<file path="src/rtl/ps2_scancode_queue.sv">
// ps2_scancode_queue
//   Buffers decoded PS/2 receive bytes between the receive shifter and the
//   CPU bus port. Each good byte is folded with any pending E0/F0 prefix
//   into one entry {code[7:0], extended, release}. The entry is then pushed
//   into a FIFO with 2**DEPTH_LOG2 entries. The CPU drains the FIFO through
//   a status word and a scancode word.
//
//   Configuration macro: PS2_QUEUE_PREFIX_FOLD_EN
//     defined   - the prefix FSM folds E0/F0 into the extended/release bits
//     undefined - every good byte is pushed raw with extended=0, release=0
//
// Ports
//   clock              system clock; all state changes on the rising edge
//   reset_n            asynchronous active-low reset
//   rx_scancode[7:0]   byte from the receive shifter
//   scancode_ready_set one-cycle strobe: rx_scancode is complete
//   parity_error       marks the strobed byte as bad
//   read               bus read strobe
//   status_cs          selects the status word
//   scancode_cs        selects the head entry
//   data_out[31:0]     read data, combinational from the selects
//   data_out_valid     high whenever a select is active
//
// Status word   : {not_empty, overflow, parity_seen, 5'b0, count[7:0], 16'h0}
// Scancode word : {code[7:0], extended, release, 22'b0}, or 32'h0 when empty
//
// Prefix FSM (PS2_QUEUE_PREFIX_FOLD_EN only)
//   state     | meaning
//   IDLE      | no prefix pending
//   GOT_E0    | E0 seen; next code is extended
//   GOT_F0    | F0 seen; next byte is a release code
//   GOT_E0_F0 | E0 F0 seen; next byte is an extended release code

module ps2_scancode_queue #(
  parameter int DEPTH_LOG2 = 4
) (
  input  logic        clock,
  input  logic        reset_n,
  input  logic [7:0]  rx_scancode,
  input  logic        scancode_ready_set,
  input  logic        parity_error,
  input  logic        read,
  input  logic        status_cs,
  input  logic        scancode_cs,
  output logic [31:0] data_out,
  output logic        data_out_valid
);

  localparam int DEPTH = 1 << DEPTH_LOG2;
  localparam int CW    = DEPTH_LOG2 + 1;

  logic                  good_byte;
  logic                  bad_byte;
  logic                  push_req;
  logic [9:0]            push_entry;
  logic                  push;
  logic                  pop;
  logic                  full;
  logic                  empty;
  logic                  overflow_set;
  logic                  status_clear;

  logic [DEPTH_LOG2-1:0] wr_ptr;
  logic [DEPTH_LOG2-1:0] rd_ptr;
  logic [CW-1:0]         count;
  logic [9:0]            mem [DEPTH];
  logic                  overflow;
  logic                  parity_seen;

  assign good_byte = scancode_ready_set & ~parity_error;
  assign bad_byte  = scancode_ready_set &  parity_error;

`ifdef PS2_QUEUE_PREFIX_FOLD_EN
  typedef enum logic [1:0] {
    IDLE      = 2'd0,
    GOT_E0    = 2'd1,
    GOT_F0    = 2'd2,
    GOT_E0_F0 = 2'd3
  } state_t;

  state_t state;
  state_t state_nxt;

  always_ff @(posedge clock or negedge reset_n) begin
    if (!reset_n) state <= IDLE;
    else          state <= state_nxt;
  end

  // A full FIFO drops the entry later, but the FSM still completes the
  // sequence and returns to IDLE.
  always_comb begin
    state_nxt  = state;
    push_req   = 1'b0;
    push_entry = {rx_scancode, 2'b00};
    if (bad_byte) begin
      state_nxt = IDLE;
    end else if (good_byte) begin
      case (state)
        IDLE: begin
          if (rx_scancode == 8'hE0) begin
            state_nxt = GOT_E0;
          end else if (rx_scancode == 8'hF0) begin
            state_nxt = GOT_F0;
          end else begin
            push_req = 1'b1;
          end
        end
        GOT_E0: begin
          if (rx_scancode == 8'hF0) begin
            state_nxt = GOT_E0_F0;
          end else if (rx_scancode != 8'hE0) begin
            push_req   = 1'b1;
            push_entry = {rx_scancode, 2'b10};
            state_nxt  = IDLE;
          end
        end
        GOT_F0: begin
          push_req   = 1'b1;
          push_entry = {rx_scancode, 2'b01};
          state_nxt  = IDLE;
        end
        GOT_E0_F0: begin
          push_req   = 1'b1;
          push_entry = {rx_scancode, 2'b11};
          state_nxt  = IDLE;
        end
        default: state_nxt = IDLE;
      endcase
    end
  end
`else
  assign push_req   = good_byte;
  assign push_entry = {rx_scancode, 2'b00};
`endif

  assign full  = (count == CW'(DEPTH));
  assign empty = (count == '0);

  // A pop frees a slot in the same edge, so a push into a full FIFO is
  // accepted when it coincides with a pop.
  assign pop          = read & scancode_cs & ~empty;
  assign push         = push_req & (~full | pop);
  assign overflow_set = push_req & full & ~pop;
  assign status_clear = read & status_cs;

  always_ff @(posedge clock or negedge reset_n) begin
    if (!reset_n) begin
      wr_ptr      <= '0;
      rd_ptr      <= '0;
      count       <= '0;
      overflow    <= 1'b0;
      parity_seen <= 1'b0;
    end else begin
      if (push) wr_ptr <= wr_ptr + DEPTH_LOG2'(1);
      if (pop)  rd_ptr <= rd_ptr + DEPTH_LOG2'(1);
      case ({push, pop})
        2'b10:   count <= count + CW'(1);
        2'b01:   count <= count - CW'(1);
        default: count <= count;
      endcase
      // Set events take priority over the status-read clear.
      if (overflow_set)      overflow <= 1'b1;
      else if (status_clear) overflow <= 1'b0;
      if (bad_byte)          parity_seen <= 1'b1;
      else if (status_clear) parity_seen <= 1'b0;
    end
  end

  // Storage needs no reset: entries are only visible while count is nonzero.
  always_ff @(posedge clock) begin
    if (push) mem[wr_ptr] <= push_entry;
  end

  // Status has priority if both selects are active together.
  always_comb begin
    data_out = 32'h0;
    if (status_cs) begin
      data_out = {~empty, overflow, parity_seen, 5'b0, 8'(count), 16'h0};
    end else if (scancode_cs && !empty) begin
      data_out = {mem[rd_ptr], 22'b0};
    end
  end

  assign data_out_valid = status_cs | scancode_cs;

endmodule
</file>
<file path="config.mk">
export PLATFORM = sky130hd
export DESIGN_NAME = ps2_scancode_queue
export DESIGN_NICKNAME = d
export VERILOG_FILES = /design/src/rtl/ps2_scancode_queue.sv
export SDC_FILE = /design/constraint.sdc
export NUM_CORES = 1
export LEC_CHECK = 0
export ABC_AREA = 0
export BUFFER_PORTS_ARGS = -buffer_cell sky130_fd_sc_hd__buf_2
export CAP_MARGIN = 25
export CORE_ASPECT_RATIO = 1.1
export CORE_MARGIN = 5
export CORE_UTILIZATION = 40
export CTS_CLUSTER_DIAMETER = 30
export CTS_CLUSTER_SIZE = 28
export DETAILED_ROUTE_END_ITERATION = 7
export GPL_ROUTABILITY_DRIVEN = 0
export PLACE_DENSITY = 0.54
export SYNTH_ARGS = -nofsm -noshare
export SYNTH_HDL_FRONTEND = slang
export SYNTH_SLANG_ARGS = --single-unit
</file>
<file path="constraint.sdc">
create_clock -name clock -period 3.1 [get_ports clock]
set_input_delay 0.465 -clock clock [delete_from_list [all_inputs] [get_ports clock]]
set_output_delay 0.465 -clock clock [all_outputs]
set_load 0.01 [all_outputs]
</file>
Word level (Yosys, flattened, before mapping)
Memory sizes are Yosys's and may differ from the RTL's.
Index checks and enable logic that the tools add are counted.
- equal/unequal tests: 3
- $add $sub $neg: 4
- reduce and logical (&&, ||, !) cells: 6
- multiplexer cells: 8
- bitwise logic cells: 14
- operators by type and width (cell ; number):
    $mux W32 ; 2
    $pmux W5 S2 ; 1
    $add A4 B1 Y4 const B ; 2
    $and A1 B1 Y1 ; 8
    $reduce_bool A2 Y1 ; 3
    $add A5 B1 Y5 const B ; 1
    $eq A5 B5 Y1 const B ; 1
    $logic_not A5 Y1 ; 1
    $mux W1 ; 5
    $sub A5 B1 Y5 const B ; 1
    $not A1 Y1 ; 4
    $eq A2 B1 Y1 const B ; 1
    $eq A2 B2 Y1 const B ; 1
    $or A1 B1 Y1 ; 2
    $logic_and A1 B1 Y1 ; 1
    $logic_not A1 Y1 ; 1
- memories: 1
- RAM bits: 128
- logic and storage cells: 41
- bits of input ports: 15
- register bits: 15
- memory list (name ; words ; width ; rd ports ; clocked after Yosys merged registers in ; wr ports ; RTL line ; text):
    mem ; 16 ; 8 ; 1 ; 0 ; 1 ; 66 ; logic [9:0] mem [DEPTH];

Depth between registers and ports, before layout
Gate-level depths: netlist of run 1.
- word-level depth: 7
- mapped depth: 10
- gate-level depth less buffers: 9

Least setup slack after synthesis of run 1
No wires, ideal clock.
- path kind: flip-flop to flip-flop
- start: reg count[2]
- end: reg count[4]
- slack: 0.500 ns
- cell stages (with the launch flop): 10
- period minus slack after synthesis: 2.600 ns
- data arrival time: 2.517 ns
- buffers on the path: 0
- path through: dfrtp_1 or4_4 o211ai_4 inv_1 ha_1 and3_2 o21ai_0 nor3_1 or3b_2 o21ai_0
- longest elaborated chain between the ends: 7
- ends and longest elaborated chain (what ; RTL line ; text):
    start, declared ; 65 ; logic [CW-1:0] count;
    start signal, assigned ; 157 ; 2'b10: count <= count + CW'(1);
    start signal, assigned ; 158 ; 2'b01: count <= count - CW'(1);
    start signal, assigned ; 159 ; default: count <= count;
    $logic_not A5 Y1 ; 137 ; assign empty = (count == '0);
    $not A1 Y1 ; 141 ; assign pop = read & scancode_cs & ~empty;
    $and A1 B1 Y1 ; 141 ;
    $or A1 B1 Y1 ; 142 ; assign push = push_req & (~full | pop);
    $and A1 B1 Y1 ; 142 ;
    $eq A2 B1 Y1 or $eq A2 B2 Y1 (tied branches) ; 156 ; case ({push, pop})
    $pmux W5 S2 or $reduce_bool A2 Y1 (tied branches) ; - ;
Parallel ways exist; a longest one is shown, timed or not.
A chain may end at the register's enable or synchronous reset.

Worst setup path in the final report of run 1
- start: reg count[1]
- end: out data_out[25]
- longest elaborated chain between the ends: 5
- ends and longest elaborated chain (what ; RTL line ; text):
    $logic_not A5 Y1 ; 137 ;
    $logic_not A1 Y1 ; 179 ; end else if (scancode_cs && !empty) begin
    $logic_and A1 B1 Y1 ; 179 ;
    $mux W32 ; 179 ;
    $mux W32 ; 177 ; if (status_cs) begin
    end, declared ; 45 ; output logic [31:0] data_out,
Every way passes these cells.

==> summary.md, run 1 <==
### Status
* status: complete, no violations

### Drt
* First DRT Iteration DRCs: 203
* total wirelength of the detailed-routed design: 12,970 microns
* DR WL/cell: 21.43 microns
* count of TritonRoute iterations in the first routing pass: 4
* antenna-violating nets left: 0
* post-route DRC violation count: 0
* Avg Vias per Cell: 5.159
* total number of vias: 3,121

### Synth
* Syn Std Cell Area: 0.006185 sq mm
* EDFF count, synth: 128
* yosys synthesis warning count: 0
* asr flop ratio synth: 0.1049
* top post-synthesis cells by area: edfxtp_1 (62%), mux4_2 (9.1%), dfrtp_1 (6.1%)
* Yosys reg bits: 143
* Gate Count Post-Synth: 345
* cell with the most instances after synthesis: edfxtp_1
* register area share after synthesis: 0.6822
* mean instance size in the synthesized netlist: 17.93 sq um
* cell taking the most area after synthesis: edfxtp_1
* flip-flop cell with the highest count after synthesis: edfxtp_1
* share of the synthesized area in the top cell type: 0.6215
* number of distinct library cells after synthesis: 50
* commonest cells in the synthesized netlist: edfxtp_1 (128), mux4_2 (25), buf_4 (20), dfrtp_1 (15), and2_1 (13)

### Global route
* pin count of the biggest net entering global routing: 29
* global-route usage over all layers: 0.1543
* number of global-route vias before repair: 3,269
* antenna violations before repair: 0
* first-pass GRT wire length: 20,050 microns
* Remaining Overflow, GRT: 0

### Clock network
* Clock Latency Late Sink: 430 ps
* number of buffers created by CTS: 17
* buffer cell driving the clock tree root: clkbuf_16
* clock tree from TritonCTS: built
* Max clock buf depth: 2
* # clock sinks: 143
* clock transition at the registers of the reported paths: 60 ps
* number of levels the H-tree was split into: 4

### Placed design
* number of input and output port buffers inserted: 28
* DP Wirelength: 8607 microns
* dpl ws: 333.9 ps
* Placed Instance Area: 0.006580 sq mm

### Timing
* Worst slew margin: 0.5665
* top achievable clock speed: 340.2 MHz
* number of max-slew violations in the final report: 0
* post-route worst setup slack: 160.5 ps
* Setup Viol. Count Final: 0
* time the worst path needs with I/O delays and setup: 2940 ps
* slew at the pin with the worst max-slew slack: 650.3 ps
* fin crit share: 0.9482
* Total Neg Setup Slack: 0 ps
* Worst Skew: 11.17 ps
* final number of hold-violating endpoints: 0
* RSZ-0062 raised after global routing: no

### Power
* worst IR drop on VDD: 412.8 uV
* leakage power: 2.546 nW
* pwr/cell area: 875.9 mW/mm^2

### Critical path
* combined buffer and inverter count along the critical path: 1
* R2R setup slack: 330 ps
* required time of the critical path: 2630 ps
* maximum cell stage delay along the critical path: 620 ps
* cell family with most CP delay: simple AND/OR/NAND/NOR gates
* crit start category: flip-flop
* slowest stage cell on the critical path: or3b_2
* kind of critical path: reg2out
* Critical Path, Cell by Cell: or4_4 > nor2_1 > or3b_2 > a211oi_1 > buf_2
* largest fanout on the critical path: 9
* Worst setup EP type: primary output
* worst path arrival time: 2470 ps

### Floorplanning
* initial cell density of the core: 0.4092
* number of rows in the core area: 47
* Die Span X: 128.6 microns
* Die Footprint: 0.01805 sq mm
* core area: 0.01511 sq mm
* I/O pin total: 48
* DIE HEIGHT: 140.4 microns

### Final layout
* fraction of layout instances using a drive strength above 1: 0.2983
* Antenna Diode Count: 0
* fillers: 1,271
* Final Net Count: 419
* post-route cell area: 0.007233 sq mm
* layout overhead on the synthesized area: 16.95%

### Hold path
* path class of the lowest-slack min-delay path: in2reg

### Flow run
* Max Cap Viol: 0

worst register-to-register path, cell delays in order (launching register included):
cell,delay [ps]
dfrtp_1,470
or4_4,610
o211ai_4,220
inv_1,70
ha_1,310
and3_2,200
o21ai_0,220
nor3_1,70
or3b_2,440
o21ai_0,80
cells by family (layout without fill, tap and decap cells):
group | Yosys count | count (layout) | share of synthesized area
adders and majority gates | 7 | 7 | 0.01416
AOI/OAI and AO/OA | 29 | 29 | 0.03662
DFF | 143 | 143 | 0.6822
and+or+nand+nor | 65 | 65 | 0.06110
buffers and inverters | 45 | 91 | 0.04552
xor gates and xnor gates | 11 | 11 | 0.01558
other | 1 | 19 | 0.0006063
muxes | 44 | 44 | 0.1442
layout make-up:
cell class | count | area [sq um] | area share
sequential | 143 | 4220 | 0.5835
multi-input combinational | 175 | 1752 | 0.2422
clock buffer | 18 | 429.2 | 0.05933
timing repair buffer | 51 | 340.3 | 0.04705
tap | 196 | 245.2 | 0.03390
clock inverter | 13 | 212.7 | 0.02941
inverter | 9 | 33.78 | 0.004670
timing repair:
| action | 4_1_cts | 5_1_grt |
|---|---|---|
| buffers inserted | 0 | 0 |
| resized for setup | 1 | 0 |
| setup endpoints to repair | 1 | 0 |
| endpoints found under the hold margin | 15 | 0 |
| hold buffers | 1 | 0 |
cells in the final DEF, fill, tap and decap left out, types with 4 or more instances in the layout:
cell type  count
edfxtp_1     128
buf_2         28
mux4_2        25
buf_4         20
conb_1        19
clkbuf_16     17
dfrtp_1       14
and2_1        13
nor2_1        10
nand2_1       10
a211oi_1      10
inv_1          9
xnor2_1        9
mux4_1         8
nor3_1         8
mux2i_1        7
ha_1           7
nor2b_1        6
bufinv_16      5
a21oi_1        4
final timing paths:
kind / to / start / cells after the start
min in group asynchronous: count[4]$_DFFE_PN0P_ / reset_n / 2
hold reg to reg: parity_seen$_DFFE_PN0P_ / parity_seen$_DFFE_PN0P_ / 1
hold / removal: parity_seen$_DFFE_PN0P_ / scancode_ready_set / 2
max in group asynchronous: rd_ptr[2]$_DFFE_PN0P_ / reset_n / 2
setup reg to reg: count[4]$_DFFE_PN0P_ / count[2]$_DFFE_PN0P_ / 9
setup / recovery: data_out[25] / count[1]$_DFFE_PN0P_ / 5
through the flow:
stage | cells | hold slack, ps | power (mW) | utilization
floorplan | 363 | 169.4 | 3.753 | -
global placement | 573 | 407.5 | 4.167 | 0.4354
detailed placement | 573 | 409.6 | 4.182 | 0.4354
CTS | 605 | 283.1 | 6.415 | 0.4786
global route | 605 | 309.8 | 6.659 | 0.4786
finish | 605 | 311.7 | 6.336 | 0.4786
metal layers:
layer / track usage / vias up / wire (microns)
li1: - / 1421 / -
met2: 0.2499 / 78 / 6531
met4: 0.05638 / 0 / 197
met1: 0.2004 / 1606 / 5599
met3: 0.04075 / 16 / 637
met5: 0 / - / 0
flip-flops by register name, indices dropped and copies added (netlist names):
name	count
parity_seen	1
rd_ptr	4
overflow	1
mem	128
count	5
wr_ptr	4
report_power, final:
part	total (mW)	internal (mW)	switching, mW
registers	2.53	2.28	0.251
clock network	2.21	1.43	0.788
logic	1.59	0.830	0.757
Note: power is estimated with default switching activity, not from simulation.
==> inputs of run 2 (changes only) <==
--- a/config.mk
+++ b/config.mk
@@ -10,12 +10,12 @@
 export CAP_MARGIN = 25
 export CORE_ASPECT_RATIO = 1.1
 export CORE_MARGIN = 5
-export CORE_UTILIZATION = 40
+export CORE_UTILIZATION = 50
 export CTS_CLUSTER_DIAMETER = 30
 export CTS_CLUSTER_SIZE = 28
 export DETAILED_ROUTE_END_ITERATION = 7
 export GPL_ROUTABILITY_DRIVEN = 0
-export PLACE_DENSITY = 0.54
+export PLACE_DENSITY = 0.65
 export SYNTH_ARGS = -nofsm -noshare
 export SYNTH_HDL_FRONTEND = slang
 export SYNTH_SLANG_ARGS = --single-unit
==> run 2 against run 1 <==
Via count rose by 0.64%. Wire length decreased by 8.0%. Sequential share of layout area up 0.95 points. Flip-flop and latch count did not move. Maximum frequency up 4.6%. Sequential power about the same. Global-route usage increased by 2.0 points. Critical path depth stayed put. Clock skew grew 4.0 ps. Register-to-register slack about the same. Critical endpoint is now data_out[29].
==> summary.md, run 2 (synthesis results as in run 1) <==
### Clock network
* Clock Latency Late Sink: 420 ps
* # clock sinks: 143
* clock tree from TritonCTS: built
* clock transition at the registers of the reported paths: 60 ps
* number of levels the H-tree was split into: 4
* buffer cell driving the clock tree root: clkbuf_16
* number of buffers created by CTS: 17
* Max clock buf depth: 2

### Final layout
* fraction of layout instances using a drive strength above 1: 0.2973
* commonest cells after routing, fill and taps aside: edfxtp_1 (128), buf_2 (28), mux4_2 (25), conb_1 (19), buf_4 (19)
* Largest register FFs: 128
* Antenna Diode Count: 0
* leading registers by flop count: mem (128), count (5)
* fillers: 897
* layout overhead on the synthesized area: 15.07%
* Layout Cells excl Fill: 561
* Final Net Count: 416
* register with the most flip-flops: mem
* area of the multi-input gates: 0.001752 sq mm
* register cell area after layout: 0.004220 sq mm
* post-route cell area: 0.007117 sq mm
* leading cell type in the layout, fill and taps excluded: edfxtp_1

### Critical path
* worst reg2reg path endpoint: count[4]$_DFFE_PN0P_
* Worst setup EP type: primary output
* Critical path destination: data_out[29]
* kind of critical path: reg2out
* number of cells on the critical path: 5
* Critical Path, Cell by Cell: mux4_1 > mux4_2 > inv_1 > o21ai_1 > buf_2
* start point of the critical path: rd_ptr[2]$_DFFE_PN0P_
* worst path arrival time: 2350 ps
* crit start category: flip-flop
* R2R setup slack: 340 ps
* required time of the critical path: 2630 ps
* largest fanout on the critical path: 10
* number of cells traversed by the worst register-to-register path: 9
* source of the worst register-to-register timing path: count[2]$_DFFE_PN0P_
* combined buffer and inverter count along the critical path: 2
* maximum cell stage delay along the critical path: 610 ps
* cell family with most CP delay: multiplexers
* slowest stage cell on the critical path: mux4_1

### Hold path
* path class of the lowest-slack min-delay path: in2reg

### Floorplanning
* DIE HEIGHT: 126.6 microns
* initial cell density of the core: 0.5117
* number of rows in the core area: 42
* core area: 0.01209 sq mm
* Die Span X: 116.0 microns
* I/O pin total: 48
* Die Footprint: 0.01470 sq mm

### Power
* Int Power: 4.390 mW
* fraction of power spent switching nets: 0.2926
* relative contribution of sequential cells to total power: 0.406
* clock group share of total power: 0.342
* pwr/cell area: 872.0 mW/mm^2
* leakage power: 2.519 nW
* share of power burned in combinational logic: 0.252
* switching power total: 1.816 mW
* worst IR drop on VDD: 356.0 uV

### Status
* status: complete, no violations

### Drt
* DR WL/cell: 21.26 microns
* Avg Vias per Cell: 5.599
* total number of vias: 3,141
* antenna-violating nets left: 0
* count of TritonRoute iterations in the first routing pass: 4
* post-route DRC violation count: 0
* total wirelength of the detailed-routed design: 11,930 microns
* First DRT Iteration DRCs: 244

### Placed design
* Placed Instance Area: 0.006480 sq mm
* dpl ws: 353.8 ps
* number of placed instances with taps included: 528
* DP Wirelength: 7780 microns
* number of input and output port buffers inserted: 28

### Timing
* fin crit share: 0.9068
* slew at the pin with the worst max-slew slack: 595.0 ps
* RSZ-0062 raised after global routing: no
* final number of hold-violating endpoints: 0
* number of max-slew violations in the final report: 0
* Worst Skew: 15.14 ps
* post-route worst setup slack: 289.0 ps
* Total Neg Setup Slack: 0 ps
* time the worst path needs with I/O delays and setup: 2811 ps
* Worst slew margin: 0.6033
* top achievable clock speed: 355.7 MHz
* worst hold slack: 309.4 ps
* Setup Viol. Count Final: 0

### Global route
* antenna violations before repair: 0
* met2 usage in global routing: 0.2689
* routing layer with the top usage in global route: met2
* met3 usage in global routing: 0.04335
* global-route usage over all layers: 0.1742
* number of global-route vias before repair: 3,147
* GR met1 Demand/Resource: 0.2500
* first-pass GRT wire length: 18,460 microns
* Remaining Overflow, GRT: 0
* pin count of the biggest net entering global routing: 18

### Flow run
* Max Cap Viol: 0

## run 2: changes by cell type in the layout (fill, tap and decap cells not counted)
cell / delta
clkinv_4: +2
inv_6: +1
buf_12: -2
buf_4: -1
clkbuf_1: -1
bufinv_16: -2
clkinvlp_4: -1
clkinv_2: -1
inv_8: +3
## run 2: power groups by stage
stage	Clock [mW]	Sequential [mW]	Combinational (mW)
2_1_floorplan	0	2.41	1.34
3_3_place_gp	0	2.55	1.56
3_5_place_dp	0	2.56	1.58
4_1_cts	2.14	2.52	1.59
5_1_grt	2.24	2.55	1.72
6_report	2.12	2.52	1.57
## run 2: cell type report
| class | count | area share |
|---|---|---|
| clock buffer | 17 | 0.05977 |
| tap | 154 | 0.02707 |
| inverter | 9 | 0.004747 |
| multi-input combinational | 175 | 0.2461 |
| timing repair buffer | 48 | 0.04114 |
| clock inverter | 15 | 0.02813 |
| sequential | 143 | 0.5930 |
## run 2: through the flow
| stage | total power, mW | util |
|---|---|---|
| after floorplan | 3.753 | - |
| after global placement | 4.110 | 0.5361 |
| after detailed placement | 4.141 | 0.5361 |
| after CTS | 6.257 | 0.5887 |
| after global routing | 6.503 | 0.5888 |
| final | 6.206 | 0.5888 |
## run 2: metal layers
layer / wire [microns] / share of wire
met1: 5201 / 0.44
met2: 5952 / 0.50
met3: 678 / 0.057
met4: 97 / 0.0081
met5: 0 / 0
## run 2: what timing repair did
action,4_1_cts,5_1_grt
buffers inserted,0,0
resized for setup,0,1
endpoints found under the hold margin,15,0
hold buffers,1,0
setup endpoints to repair,0,1
## run 2: worst min path at each step
stage                            start                      end  slack, ps  cells after the start
floorplan                      reset_n     count[0]$_DFFE_PN0P_        170                      0
global placement               reset_n     count[4]$_DFFE_PN0P_        400                      1
detailed placement             reset_n     count[4]$_DFFE_PN0P_        410                      1
CTS                 scancode_ready_set  parity_seen$_DFFE_PN0P_        290                      2
global route                      read     overflow$_DFFE_PN0P_        330                      2
finish              scancode_ready_set  parity_seen$_DFFE_PN0P_        310                      2
==> inputs of run 3 (changes only) <==
--- a/config.mk
+++ b/config.mk
@@ -16,6 +16,7 @@
 export DETAILED_ROUTE_END_ITERATION = 7
 export GPL_ROUTABILITY_DRIVEN = 0
 export PLACE_DENSITY = 0.65
+export RECOVER_POWER = 100
 export SYNTH_ARGS = -nofsm -noshare
 export SYNTH_HDL_FRONTEND = slang
 export SYNTH_SLANG_ARGS = --single-unit
==> run 3 against run 2 <==
Clock-buffer cell count did not move. Maximum frequency fell by 2.2%. Non-clock buffer count is the same. Worst setup slack lost 63 ps. Worst hold slack improved by 0.94 ps. Clock skew decreased by 8.8 ps. Sequential share of layout area grew 0.67 points. Global-route usage is the same. Largest cell class unchanged. Highest routed layer unchanged.
==> summary.md, run 3 (synthesis results as in run 1) <==
### Status
* status: complete, no violations

### Placed design
* DP Wirelength: 7780 microns
* Placed Instance Area: 0.006480 sq mm
* number of input and output port buffers inserted: 28

### Critical path
* source of the worst register-to-register timing path: count[2]$_DFFE_PN0P_
* worst path arrival time: 2410 ps
* kind of critical path: reg2out
* start point of the critical path: count[1]$_DFFE_PN0P_
* Critical path destination: data_out[27]
* crit start category: flip-flop
* slowest stage cell on the critical path: or3b_2
* Critical Path, Cell by Cell: or4_1 > nor2_1 > or3b_2 > a211oi_1 > clkbuf_1
* required time of the critical path: 2630 ps
* worst reg2reg path endpoint: count[4]$_DFFE_PN0P_
* largest fanout on the critical path: 9
* R2R setup slack: 290 ps
* maximum cell stage delay along the critical path: 600 ps
* number of cells traversed by the worst register-to-register path: 9
* Worst setup EP type: primary output

### Timing
* Total Neg Setup Slack: 0 ps
* Worst Skew: 6.310 ps
* fin crit share: 0.9270
* time the worst path needs with I/O delays and setup: 2874 ps
* slew at the pin with the worst max-slew slack: 959.1 ps
* RSZ-0062 raised after global routing: no
* number of max-slew violations in the final report: 0
* Setup Viol. Count Final: 0
* worst hold slack: 310.4 ps
* Worst slew margin: 0.3606
* top achievable clock speed: 348.0 MHz
* final number of hold-violating endpoints: 0

### Power
* Pwr Total: 6.159 mW
* leakage power: 2.410 nW
* worst IR drop on VDD: 353.6 uV
* pwr/cell area: 875.3 mW/mm^2

### Clock network
* # clock sinks: 143
* number of buffers created by CTS: 17
* number of levels the H-tree was split into: 4
* clock tree from TritonCTS: built
* buffer cell driving the clock tree root: clkbuf_16
* Setup Fix Bufs, Post-CTS: 0
* Clock Latency Late Sink: 410 ps
* clock transition at the registers of the reported paths: 60 ps
* Max clock buf depth: 2

### Final layout
* Final Net Count: 416
* leading cell type in the layout, fill and taps excluded: edfxtp_1
* commonest cells after routing, fill and taps aside: edfxtp_1 (128), clkbuf_1 (26), mux4_2 (25), conb_1 (19), clkbuf_16 (17)
* area of the multi-input gates: 0.001732 sq mm
* layout overhead on the synthesized area: 13.78%
* register with the most flip-flops: mem
* register cell area after layout: 0.004220 sq mm
* final core utilization: 0.5822
* Antenna Diode Count: 0
* fillers: 925
* fraction of layout instances using a drive strength above 1: 0.2236
* leading registers by flop count: mem (128), count (5)
* Largest register FFs: 128
* post-route cell area: 0.007037 sq mm

### Floorplanning
* number of rows in the core area: 42
* initial cell density of the core: 0.5117
* Die Span X: 116.0 microns
* I/O pin total: 48
* core area: 0.01209 sq mm
* DIE HEIGHT: 126.6 microns
* Die Footprint: 0.01470 sq mm

### Drt
* post-route DRC violation count: 0
* count of TritonRoute iterations in the first routing pass: 4
* total wirelength of the detailed-routed design: 11,930 microns
* DR WL/cell: 21.27 microns
* antenna-violating nets left: 0
* Avg Vias per Cell: 5.670
* total number of vias: 3,181
* First DRT Iteration DRCs: 239

### Global route
* antenna violations before repair: 0
* first-pass GRT wire length: 18,460 microns
* pin count of the biggest net entering global routing: 18
* global-route usage over all layers: 0.1742
* Remaining Overflow, GRT: 0
* number of global-route vias before repair: 3,147

### Hold path
* path class of the lowest-slack min-delay path: in2reg

### Flow run
* Max Cap Viol: 0

[run 3: where the power goes]
group          leakage [nW]  internal [mW]  total, mW  switching [mW]
registers              1.33           2.28       2.52           0.232
clock network         0.300           1.29       2.11           0.818
logic                 0.779          0.784       1.53           0.747
total                  2.41           4.36       6.16            1.80
[run 3: stage by stage]
step                      setup slack (ps)  instances
after floorplan                      499.9        363
final                                226.2        561
after detailed placement             353.8        528
after global routing                 81.62        561
after global placement               405.6        528
after CTS                            64.55        561
[run 3: final cells by class]
cell class              count  area share
well taps                 154     0.02738
flip-flops and latches    143      0.5998
inverters                   9    0.004801
clock inverters            15     0.02845
repair buffers             48     0.03307
multi-input cells         175      0.2461
clock buffers              17     0.06046
[run 3: how the worst min path moves through the flow]
stage                  startpoint                      end  cells past startpoint
2_1_floorplan             reset_n     count[0]$_DFFE_PN0P_                      0
3_3_place_gp              reset_n     count[4]$_DFFE_PN0P_                      1
3_5_place_dp              reset_n     count[4]$_DFFE_PN0P_                      1
4_1_cts        scancode_ready_set  parity_seen$_DFFE_PN0P_                      2
5_1_grt                      read     overflow$_DFFE_PN0P_                      2
6_report       scancode_ready_set  parity_seen$_DFFE_PN0P_                      2
[run 3: timing repair]
action                                 in CTS  in global routing
endpoints found under the hold margin      15                  0
setup endpoints to repair                   0                  1
gates resized for setup                     0                  1
hold buffers                                1                  0
[run 3: layer usage]
layer | global-route usage | routed length, microns
met1 | 0.2500 | 5072
met2 | 0.2689 | 5901
met3 | 0.04335 | 803
met4 | 0.04710 | 155
met5 | 0 | 0
[run 3: worst max-delay path: cells and delay by family, from the launching register on]
family                 cells  cell delay [ps]
AO/OA/AOI/OAI              1              280
buffers and inverters      1              220
flip-flops                 1              530
AND/OR/NAND/NOR            3              980
